$ cat config.mk
export PLATFORM = sky130hd
export DESIGN_NAME = vram_write_sched_flat
export DESIGN_NICKNAME = d
export VERILOG_FILES = /design/src/rtl/vram_write_sched_pkg.sv /design/src/rtl/vram_write_sched_if.sv /design/src/rtl/vram_fill_counter.sv /design/src/rtl/vram_write_sched.sv /design/src/flat_wrapper.sv
export SDC_FILE = /design/constraint.sdc
export NUM_CORES = 1
export LEC_CHECK = 0
export CAP_MARGIN = 10
export CORE_UTILIZATION = 45
export CTS_CLUSTER_DIAMETER = 50
export DETAILED_ROUTE_END_ITERATION = 16
export PLACE_DENSITY = 0.77
export SLEW_MARGIN = 10
export SYNTH_ARGS = -nofsm -noshare
export SYNTH_HDL_FRONTEND = slang
export SYNTH_HIERARCHICAL = 1
export SYNTH_SLANG_ARGS = --single-unit
$ cat constraint.sdc
create_clock -name clk -period 4.2 [get_ports clk]
set_input_delay 0.42 -clock clk [delete_from_list [all_inputs] [get_ports clk]]
set_output_delay 0.42 -clock clk [all_outputs]
set_load 0.005 [all_outputs]
$ cat src/rtl/vram_write_sched_pkg.sv
// Shared definitions for the video memory write scheduler: memory selects,
// default depths, FSM states and the per-memory depth lookup.
package vram_write_sched_pkg;

    localparam int unsigned DEF_PAL_DEPTH  = 16;
    localparam int unsigned DEF_TILE_DEPTH = 64;
    localparam int unsigned DEF_MAP_DEPTH  = 1200;
    localparam int unsigned DEF_ADDR_W     = 11;
    localparam int unsigned DEF_DATA_W     = 64;

    localparam logic [1:0] SEL_PAL  = 2'd0;
    localparam logic [1:0] SEL_TILE = 2'd1;
    localparam logic [1:0] SEL_PMAP = 2'd2;
    localparam logic [1:0] SEL_TMAP = 2'd3;

    typedef enum logic [2:0] {
        ST_CLR_PAL,
        ST_CLR_TILE,
        ST_CLR_PMAP,
        ST_CLR_TMAP,
        ST_IDLE,
        ST_FILL
    } sched_state_t;

    // Both map memories share one depth.
    function automatic int unsigned depth_of(input logic [1:0] sel,
                                             input int unsigned pal_depth,
                                             input int unsigned tile_depth,
                                             input int unsigned map_depth);
        case (sel)
            SEL_PAL:  return pal_depth;
            SEL_TILE: return tile_depth;
            default:  return map_depth;
        endcase
    endfunction

endpackage

$ cat src/rtl/vram_write_sched_if.sv
// CPU request, fill command and memory write port of the scheduler,
// bundled so the requester side and the scheduler side each see one modport.
interface vram_write_sched_if #(
    parameter int unsigned ADDR_W = 11,
    parameter int unsigned DATA_W = 64
);
    logic              vblank;
    logic              cpu_req;
    logic [1:0]        cpu_sel;
    logic [ADDR_W-1:0] cpu_addr;
    logic [DATA_W-1:0] cpu_data;
    logic              cpu_ack;
    logic              cpu_err;
    logic              fill_start;
    logic [1:0]        fill_sel;
    logic [ADDR_W-1:0] fill_base;
    logic [ADDR_W:0]   fill_count;
    logic [DATA_W-1:0] fill_value;
    logic              busy;
    logic              fill_done;
    logic              wr_en;
    logic [1:0]        wr_sel;
    logic [ADDR_W-1:0] wr_addr;
    logic [DATA_W-1:0] wr_data;

    modport slave (
        input  vblank, cpu_req, cpu_sel, cpu_addr, cpu_data,
               fill_start, fill_sel, fill_base, fill_count, fill_value,
        output cpu_ack, cpu_err, busy, fill_done,
               wr_en, wr_sel, wr_addr, wr_data
    );

    modport master (
        output vblank, cpu_req, cpu_sel, cpu_addr, cpu_data,
               fill_start, fill_sel, fill_base, fill_count, fill_value,
        input  cpu_ack, cpu_err, busy, fill_done,
               wr_en, wr_sel, wr_addr, wr_data
    );
endinterface

$ cat src/rtl/vram_fill_counter.sv
// Address / remaining-count pair shared by the clear sweep and the bulk fill.
// The remaining count saturates at zero so the clear sweep may step it freely.
module vram_fill_counter #(
    parameter int unsigned ADDR_W = 11
) (
    input  logic              clk,
    input  logic              reset,
    input  logic              load,
    input  logic [ADDR_W-1:0] load_addr,
    input  logic [ADDR_W:0]   load_count,
    input  logic              step,
    output logic [ADDR_W-1:0] addr,
    output logic              zero
);
    logic [ADDR_W:0] remaining;

    // NOTE: sequential state uses <= so every register samples pre-edge values.
    always_ff @(posedge clk) begin
        if (reset) begin
            addr      <= '0;
            remaining <= '0;
        end else if (load) begin
            addr      <= load_addr;
            remaining <= load_count;
        end else if (step) begin
            addr <= addr + ADDR_W'(1);
            if (remaining != '0)
                remaining <= remaining - (ADDR_W + 1)'(1);
        end
    end

    assign zero = (remaining == '0);

endmodule

$ cat src/rtl/vram_write_sched.sv
// Single registered write port for the picture memories: post-reset clear,
// bulk fill and single-word CPU writes, optionally confined to vblank.
module vram_write_sched
    import vram_write_sched_pkg::*;
#(
    parameter int unsigned PAL_DEPTH  = DEF_PAL_DEPTH,
    parameter int unsigned TILE_DEPTH = DEF_TILE_DEPTH,
    parameter int unsigned MAP_DEPTH  = DEF_MAP_DEPTH,
    parameter int unsigned ADDR_W     = DEF_ADDR_W,
    parameter int unsigned DATA_W     = DEF_DATA_W,
    parameter bit          BLANK_ONLY = 1'b0
) (
    input logic               clk,
    input logic               reset,
    vram_write_sched_if.slave bus
);
    localparam int unsigned CW = ADDR_W + 1;

    function automatic logic [ADDR_W:0] depth_w(input logic [1:0] sel);
        return CW'(depth_of(sel, PAL_DEPTH, TILE_DEPTH, MAP_DEPTH));
    endfunction

    sched_state_t      state;
    logic              last_cpu;
    logic [1:0]        fill_sel_q;
    logic [DATA_W-1:0] fill_value_q;

    logic              win;
    logic              cpu_ok;
    logic              cpu_oor;
    logic              fill_ok;
    logic              cpu_grant;
    logic              fill_grant;
    logic              clr_write;
    logic              clr_last;
    logic [1:0]        clr_sel;
    logic [ADDR_W:0]   fill_depth;
    logic [ADDR_W:0]   fill_room;
    logic [ADDR_W:0]   fill_clip;

    logic              cnt_load;
    logic              cnt_step;
    logic [ADDR_W-1:0] cnt_load_addr;
    logic [ADDR_W:0]   cnt_load_count;
    logic [ADDR_W-1:0] cnt_addr;
    logic              cnt_zero;

    vram_fill_counter #(.ADDR_W(ADDR_W)) u_cnt (
        .clk        (clk),
        .reset      (reset),
        .load       (cnt_load),
        .load_addr  (cnt_load_addr),
        .load_count (cnt_load_count),
        .step       (cnt_step),
        .addr       (cnt_addr),
        .zero       (cnt_zero)
    );

    assign win     = !BLANK_ONLY || bus.vblank;
    // A visible ack means this request was just consumed; never grant it twice.
    assign cpu_ok  = bus.cpu_req && win && !bus.cpu_ack;
    assign cpu_oor = ({1'b0, bus.cpu_addr} >= depth_w(bus.cpu_sel));
    assign fill_ok = win && !cnt_zero;

    // Fill length is clipped to the memory end so the address never wraps.
    assign fill_depth = depth_w(bus.fill_sel);
    assign fill_room  = ({1'b0, bus.fill_base} >= fill_depth) ? '0
                                                              : fill_depth - {1'b0, bus.fill_base};
    assign fill_clip  = (bus.fill_count < fill_room) ? bus.fill_count : fill_room;

    assign clr_last = ({1'b0, cnt_addr} == depth_w(clr_sel) - CW'(1));

    // NOTE: every always_comb output gets a default first, so no latch is inferred.
    always_comb begin
        clr_sel        = SEL_PAL;
        clr_write      = 1'b0;
        cpu_grant      = 1'b0;
        fill_grant     = 1'b0;
        cnt_load       = 1'b0;
        cnt_step       = 1'b0;
        cnt_load_addr  = '0;
        cnt_load_count = '0;
        case (state)
            ST_CLR_PAL, ST_CLR_TILE, ST_CLR_PMAP, ST_CLR_TMAP: begin
                case (state)
                    ST_CLR_TILE: clr_sel = SEL_TILE;
                    ST_CLR_PMAP: clr_sel = SEL_PMAP;
                    ST_CLR_TMAP: clr_sel = SEL_TMAP;
                    default:     clr_sel = SEL_PAL;
                endcase
                clr_write = 1'b1;
                cnt_load  = clr_last;
                cnt_step  = !clr_last;
            end
            ST_IDLE: begin
                cpu_grant = cpu_ok;
                if (bus.fill_start) begin
                    cnt_load       = 1'b1;
                    cnt_load_addr  = bus.fill_base;
                    cnt_load_count = fill_clip;
                end
            end
            ST_FILL: begin
                // Contention alternates; last_cpu starts low so the CPU goes first.
                if (!cnt_zero) begin
                    if (cpu_ok && (!fill_ok || !last_cpu))
                        cpu_grant = 1'b1;
                    else if (fill_ok)
                        fill_grant = 1'b1;
                end
                cnt_step = fill_grant;
            end
            default: ;
        endcase
    end

    always_ff @(posedge clk) begin
        if (reset) begin
            state         <= ST_CLR_PAL;
            last_cpu      <= 1'b0;
            fill_sel_q    <= SEL_PAL;
            fill_value_q  <= '0;
            bus.busy      <= 1'b1;
            bus.cpu_ack   <= 1'b0;
            bus.cpu_err   <= 1'b0;
            bus.fill_done <= 1'b0;
            bus.wr_en     <= 1'b0;
            bus.wr_sel    <= SEL_PAL;
            bus.wr_addr   <= '0;
            bus.wr_data   <= '0;
        end else begin
            bus.cpu_ack   <= 1'b0;
            bus.cpu_err   <= 1'b0;
            bus.fill_done <= 1'b0;
            bus.wr_en     <= 1'b0;

            if (clr_write) begin
                bus.wr_en   <= 1'b1;
                bus.wr_sel  <= clr_sel;
                bus.wr_addr <= cnt_addr;
                bus.wr_data <= '0;
            end
            if (cpu_grant) begin
                bus.cpu_ack <= 1'b1;
                bus.cpu_err <= cpu_oor;
                bus.wr_en   <= !cpu_oor;
                bus.wr_sel  <= bus.cpu_sel;
                bus.wr_addr <= bus.cpu_addr;
                bus.wr_data <= bus.cpu_data;
                last_cpu    <= 1'b1;
            end
            if (fill_grant) begin
                bus.wr_en   <= 1'b1;
                bus.wr_sel  <= fill_sel_q;
                bus.wr_addr <= cnt_addr;
                bus.wr_data <= fill_value_q;
                last_cpu    <= 1'b0;
            end

            case (state)
                ST_CLR_PAL:  if (clr_last) state <= ST_CLR_TILE;
                ST_CLR_TILE: if (clr_last) state <= ST_CLR_PMAP;
                ST_CLR_PMAP: if (clr_last) state <= ST_CLR_TMAP;
                ST_CLR_TMAP: begin
                    if (clr_last) begin
                        state    <= ST_IDLE;
                        bus.busy <= 1'b0;
                    end
                end
                ST_IDLE: begin
                    if (bus.fill_start) begin
                        state        <= ST_FILL;
                        bus.busy     <= 1'b1;
                        fill_sel_q   <= bus.fill_sel;
                        fill_value_q <= bus.fill_value;
                        last_cpu     <= 1'b0;
                    end
                end
                ST_FILL: begin
                    if (cnt_zero) begin
                        state         <= ST_IDLE;
                        bus.busy      <= 1'b0;
                        bus.fill_done <= 1'b1;
                    end
                end
                default: state <= ST_CLR_PAL;
            endcase
        end
    end

endmodule

$ cat src/flat_wrapper.sv
// flat-port wrapper written by rule: the top's interface ports become plain ports
module vram_write_sched_flat import vram_write_sched_pkg::*;
#(
    parameter int unsigned PAL_DEPTH  = DEF_PAL_DEPTH,
    parameter int unsigned TILE_DEPTH = DEF_TILE_DEPTH,
    parameter int unsigned MAP_DEPTH  = DEF_MAP_DEPTH,
    parameter int unsigned ADDR_W     = DEF_ADDR_W,
    parameter int unsigned DATA_W     = DEF_DATA_W,
    parameter bit          BLANK_ONLY = 1'b0
)
  (clk, reset, bus_vblank, bus_cpu_req, bus_cpu_sel, bus_cpu_addr, bus_cpu_data, bus_fill_start, bus_fill_sel, bus_fill_base, bus_fill_count, bus_fill_value, bus_cpu_ack, bus_cpu_err, bus_busy, bus_fill_done, bus_wr_en, bus_wr_sel, bus_wr_addr, bus_wr_data);
  vram_write_sched_if #(.ADDR_W(ADDR_W), .DATA_W(DATA_W)) bus_i ();
  input logic clk;
  input logic reset;
  input wire logic [$bits(bus_i.vblank)-1:0] bus_vblank;
  input wire logic [$bits(bus_i.cpu_req)-1:0] bus_cpu_req;
  input wire logic [$bits(bus_i.cpu_sel)-1:0] bus_cpu_sel;
  input wire logic [$bits(bus_i.cpu_addr)-1:0] bus_cpu_addr;
  input wire logic [$bits(bus_i.cpu_data)-1:0] bus_cpu_data;
  input wire logic [$bits(bus_i.fill_start)-1:0] bus_fill_start;
  input wire logic [$bits(bus_i.fill_sel)-1:0] bus_fill_sel;
  input wire logic [$bits(bus_i.fill_base)-1:0] bus_fill_base;
  input wire logic [$bits(bus_i.fill_count)-1:0] bus_fill_count;
  input wire logic [$bits(bus_i.fill_value)-1:0] bus_fill_value;
  output wire logic [$bits(bus_i.cpu_ack)-1:0] bus_cpu_ack;
  output wire logic [$bits(bus_i.cpu_err)-1:0] bus_cpu_err;
  output wire logic [$bits(bus_i.busy)-1:0] bus_busy;
  output wire logic [$bits(bus_i.fill_done)-1:0] bus_fill_done;
  output wire logic [$bits(bus_i.wr_en)-1:0] bus_wr_en;
  output wire logic [$bits(bus_i.wr_sel)-1:0] bus_wr_sel;
  output wire logic [$bits(bus_i.wr_addr)-1:0] bus_wr_addr;
  output wire logic [$bits(bus_i.wr_data)-1:0] bus_wr_data;
  assign bus_i.vblank = bus_vblank;
  assign bus_i.cpu_req = bus_cpu_req;
  assign bus_i.cpu_sel = bus_cpu_sel;
  assign bus_i.cpu_addr = bus_cpu_addr;
  assign bus_i.cpu_data = bus_cpu_data;
  assign bus_i.fill_start = bus_fill_start;
  assign bus_i.fill_sel = bus_fill_sel;
  assign bus_i.fill_base = bus_fill_base;
  assign bus_i.fill_count = bus_fill_count;
  assign bus_i.fill_value = bus_fill_value;
  assign bus_cpu_ack = bus_i.cpu_ack;
  assign bus_cpu_err = bus_i.cpu_err;
  assign bus_busy = bus_i.busy;
  assign bus_fill_done = bus_i.fill_done;
  assign bus_wr_en = bus_i.wr_en;
  assign bus_wr_sel = bus_i.wr_sel;
  assign bus_wr_addr = bus_i.wr_addr;
  assign bus_wr_data = bus_i.wr_data;
  vram_write_sched #(.PAL_DEPTH(PAL_DEPTH), .TILE_DEPTH(TILE_DEPTH), .MAP_DEPTH(MAP_DEPTH), .ADDR_W(ADDR_W), .DATA_W(DATA_W), .BLANK_ONLY(BLANK_ONLY)) u_core (.clk(clk), .reset(reset), .bus(bus_i));
endmodule
==> run_results.csv <==
group,metric,value,unit
placement,globalplace.congestion,0.928,
setup_path,slowest_delay,0.47,ns
power,ir_worst_vdd,0.357,mV
sta,holdWs,0.458,ns
clock_tree,insertion_delay,0.43,ns
synth,syn_area,8230,um^2
placement,io_buffers,251,
setup_path,required,4.52,ns
setup_path,reg2reg_from,"u_core/u_cnt/remaining[0]$_SDFFE_PP0P_",
synth,synth_top_area_share,42.6,%
clock_tree,clockRootBuffer,"clkbuf_16",
synth,synth_edf_count,0,
detailed_routing,routed_wl,26200,um
outcome,status,"completed",
clock_tree,hold_buffers,0,
grt,antenna_found_initial,0,
layout,syn2layout_area_growth,41.1,%
power,powerDensity,363,nW/um^2
detailed_routing,dr.pass1.iters,9,
setup_path,crit_path_start,"bus_fill_sel[0]",
power,fin_total_pwr,4.22,mW
hold_path,min-delay-start,"u_core/fill_sel_q[1]$_SDFFE_PP0P_",
setup_path,critPathLaunchType,"primary input",
setup_path,critPathKind,"in -> reg",
detailed_routing,drc_errors,0,
sta,finalSetupViolCount,0,
power,p_leak,4.16,nW
synth,synth_cells,982,
sta,clock_skew,0.0115,ns
layout,fin_nets,1416,
grt,grtUsageTotal,27.6,%
floorplanning,coreArea,18000,um^2
setup_path,arrival,4.15,ns
grt,grtUsageMet2,44.5,%
grt,first_global_vias,7827,
sta,fin_crit_sh,91.2,%
grt,grt_busiest_layer,"met2",
synth,ys_seq_area_share,42.6,%
run,max_cap_viol_count,0,
synth,synth.avg_cell_area,8.38,um^2
setup_path,path_delay_family,"compound AO/OA/AOI/OAI gates",
floorplanning,row_count,49,
sta,hold_viol_final,0,
detailed_routing,antenna_left,0,
grt,met1_usage,36.1,%
hold_path,hp-class,"reg -> reg",
grt,grt_pass1_wl,40500,um
sta,worst_pin_slew,0.886,ns
clock_tree,post_cts_buffers,0,
clock_tree,cts.path.max_buffers,2,
grt,grt_max_degree,97,
setup_path,critPathMaxFanout,6,
clock_tree,htree_num_levels,4,
setup_path,slowest_stage,"clkdlybuf4s50_1",
grt,grt.overflow.total,0,
setup_path,worst-path-buf-inv,4,
synth,yosysUniqueCellTypes,68,
detailed_routing,drtIter0Drc,760,
layout,drive_gt1_share,8.35,%
clock_tree,cts.sinks,175,
synth,syn-num-nets,1178,
synth,ys_warn_count,6,
floorplanning,die-width,137,um
floorplanning,dieArea,18800,um^2
synth,async_flop_share,0,%
placement,dpl.hpwl,18400,um
sta,slew_headroom,40.9,%
synth,ys_ff_latch,175,
detailed_routing,wire_per_inst,17.9,um
sta,fin_setup_tns,0,ns
setup_path,end_kind,"flip-flop",
sta,rsz0062_at_grt,"false",
sta,fin_crit,3.83,ns
detailed_routing,routed-via-count,8290,
floorplanning,io_pins,253,
floorplanning,die_h,137,um
floorplanning,initial_core_util,45.8,%
grt,gr-usage-met3,7.87,%
synth,yosys.area.top_type,"dfxtp_1",
synth,synth-main-ff-cell,"dfxtp_1",
sta,max_freq,261,MHz
synth,synth_area_leaders,"dfxtp_1 43%, nand2_1 8.8%, a222oi_1 7.9%",
clock_tree,clk_pin_slew,0.06,ns
clock_tree,numCtsBuffers,17,
detailed_routing,routed_via_density,5.67,
layout,num_antenna_cells,0,
sta,maxSlewViolCount,0,
clock_tree,cts_tree,"built",
setup_path,crit_chain,"clkdlybuf4s50_1, nor2b_2, inv_1, ha_1, or3b_2, o211ai_1, mux2i_1, nand3_1, ha_1, o211a_1, o311ai_1, o2111a_2, buf_4, mux2i_1, inv_1, a221oi_1",
-- cells by family (layout without fill, tap and decap cells) --
logic type / Yosys count / in the layout / share of synthesized area (%)
compound gates: 228 / 228 / 20.9
mux: 18 / 18 / 2.22
flops: 175 / 175 / 42.6
xor+xnor: 17 / 17 / 1.81
buf+inv: 103 / 354 / 5.52
fa+ha+maj: 25 / 25 / 3.80
simple gates: 416 / 416 / 23.2
-- metal layers --
| metal | up-vias | share of wire [%] | wire [um] |
|---|---|---|---|
| met5 | - | 0 | 0 |
| met4 | 0 | 1.8 | 466 |
| met3 | 28 | 9.0 | 2370 |
| met2 | 372 | 47 | 12400 |
| met1 | 3845 | 42 | 11000 |
| li1 | 4045 | - | - |
-- worst paths after layout --
check | endpoint | slack (ns) | cells past startpoint
worst max-delay path | u_core/u_cnt/remaining[3]$_SDFFE_PP0P_ | 0.37 | 16
worst min-delay path | u_core/fill_sel_q[1]$_SDFFE_PP0P_ | 0.46 | 2
worst max register to register | u_core/bus.wr_data[9]$_SDFFE_PP0P_ | 1.01 | 12
worst min register to register | u_core/fill_sel_q[1]$_SDFFE_PP0P_ | 0.46 | 2
-- state kept, by name, indices dropped and copies added (netlist names), 2 cells and up --
register                cells
u_core/u_cnt/remaining     12
u_core/fill_value_q        64
u_core/bus.wr_data         64
u_core/bus.wr_sel           2
u_core/u_cnt/addr          11
u_core/fill_sel_q           2
u_core/bus.wr_addr         11
u_core/state                3
-- tightest hold or removal path: cells and delay by family, from the launching register on --
kind | cells | cell delay (ns)
AO/OA/AOI/OAI | 1 | 0.05
AND/OR/NAND/NOR | 1 | 0.05
flip-flops | 1 | 0.31
-- synthesized netlist by cell type, types with 3 or more instances --
library cell and n:
nand4_1 14, ha_1 25, a222oi_1 65, nand3_1 17, a221oi_1 4, nor3_1 14
nor2_1 114, nand2b_1 5, clkbuf_1 49, nor4_1 7, buf_6 5, a311oi_1 14
a21oi_1 88, a211oi_1 10, inv_1 26, and3_1 10, nor2b_1 8, xnor2_1 12
o31a_1 4, dfxtp_1 175, a21o_1 3, o21ai_0 13, mux2i_1 16, or3_1 5
xor2_1 5, nand2_1 193, o211ai_1 3, o21bai_1 4, nor3b_1 4, buf_2 21
-- cells in the final DEF (no fill, tap or decap), drive strengths merged, types with 6 or more instances in the layout --
master,instances
a211oi,11
a21oi,88
a222oi,65
a311oi,16
and3,10
buf,46
clkbuf,21
clkdlybuf4s50,250
dfxtp,175
ha,25
inv,31
mux2i,16
nand2,193
nand3,17
nand4,14
nor2,114
nor2b,8
nor3,16
nor4,8
o21ai,13
or3,6
xnor2,12
-- layout make-up --
| type | count | area (um^2) |
|---|---|---|
| clock buffer | 21 | 460 |
| clock inverter | 11 | 98.8 |
| fill | 1523 | 6350 |
| inverter | 26 | 97.6 |
| multi-input combinational | 704 | 4290 |
| sequential | 175 | 3500 |
| tap | 229 | 287 |
| timing repair buffer | 296 | 2870 |
-- what timing repair did --
item                                    CTS  global route
resized for setup                         0             3
hold endpoints to repair                  0             0
endpoints found under the setup margin    0             5
-- power breakdown --
part | switching, mW | internal [mW]
sequential | 0.0826 | 1.72
combinational | 0.427 | 0.496
clock | 0.688 | 0.807
total | 1.20 | 3.02
-- through the flow --
stage / area, um^2 / instances / worst slack (ns) / util [%]
detailed placement: 11000 / 1430 / -0.172 / 61.5
global placement: 11000 / 1430 / -0.150 / 61.5
CTS: 11600 / 1462 / 0.254 / 64.6
finish: 11600 / 1462 / 0.370 / 64.7
global route: 11600 / 1462 / 0.0469 / 64.7
floorplan: 8230 / 982 / 0.499 / -
Note: power is estimated with default switching activity, not from simulation.
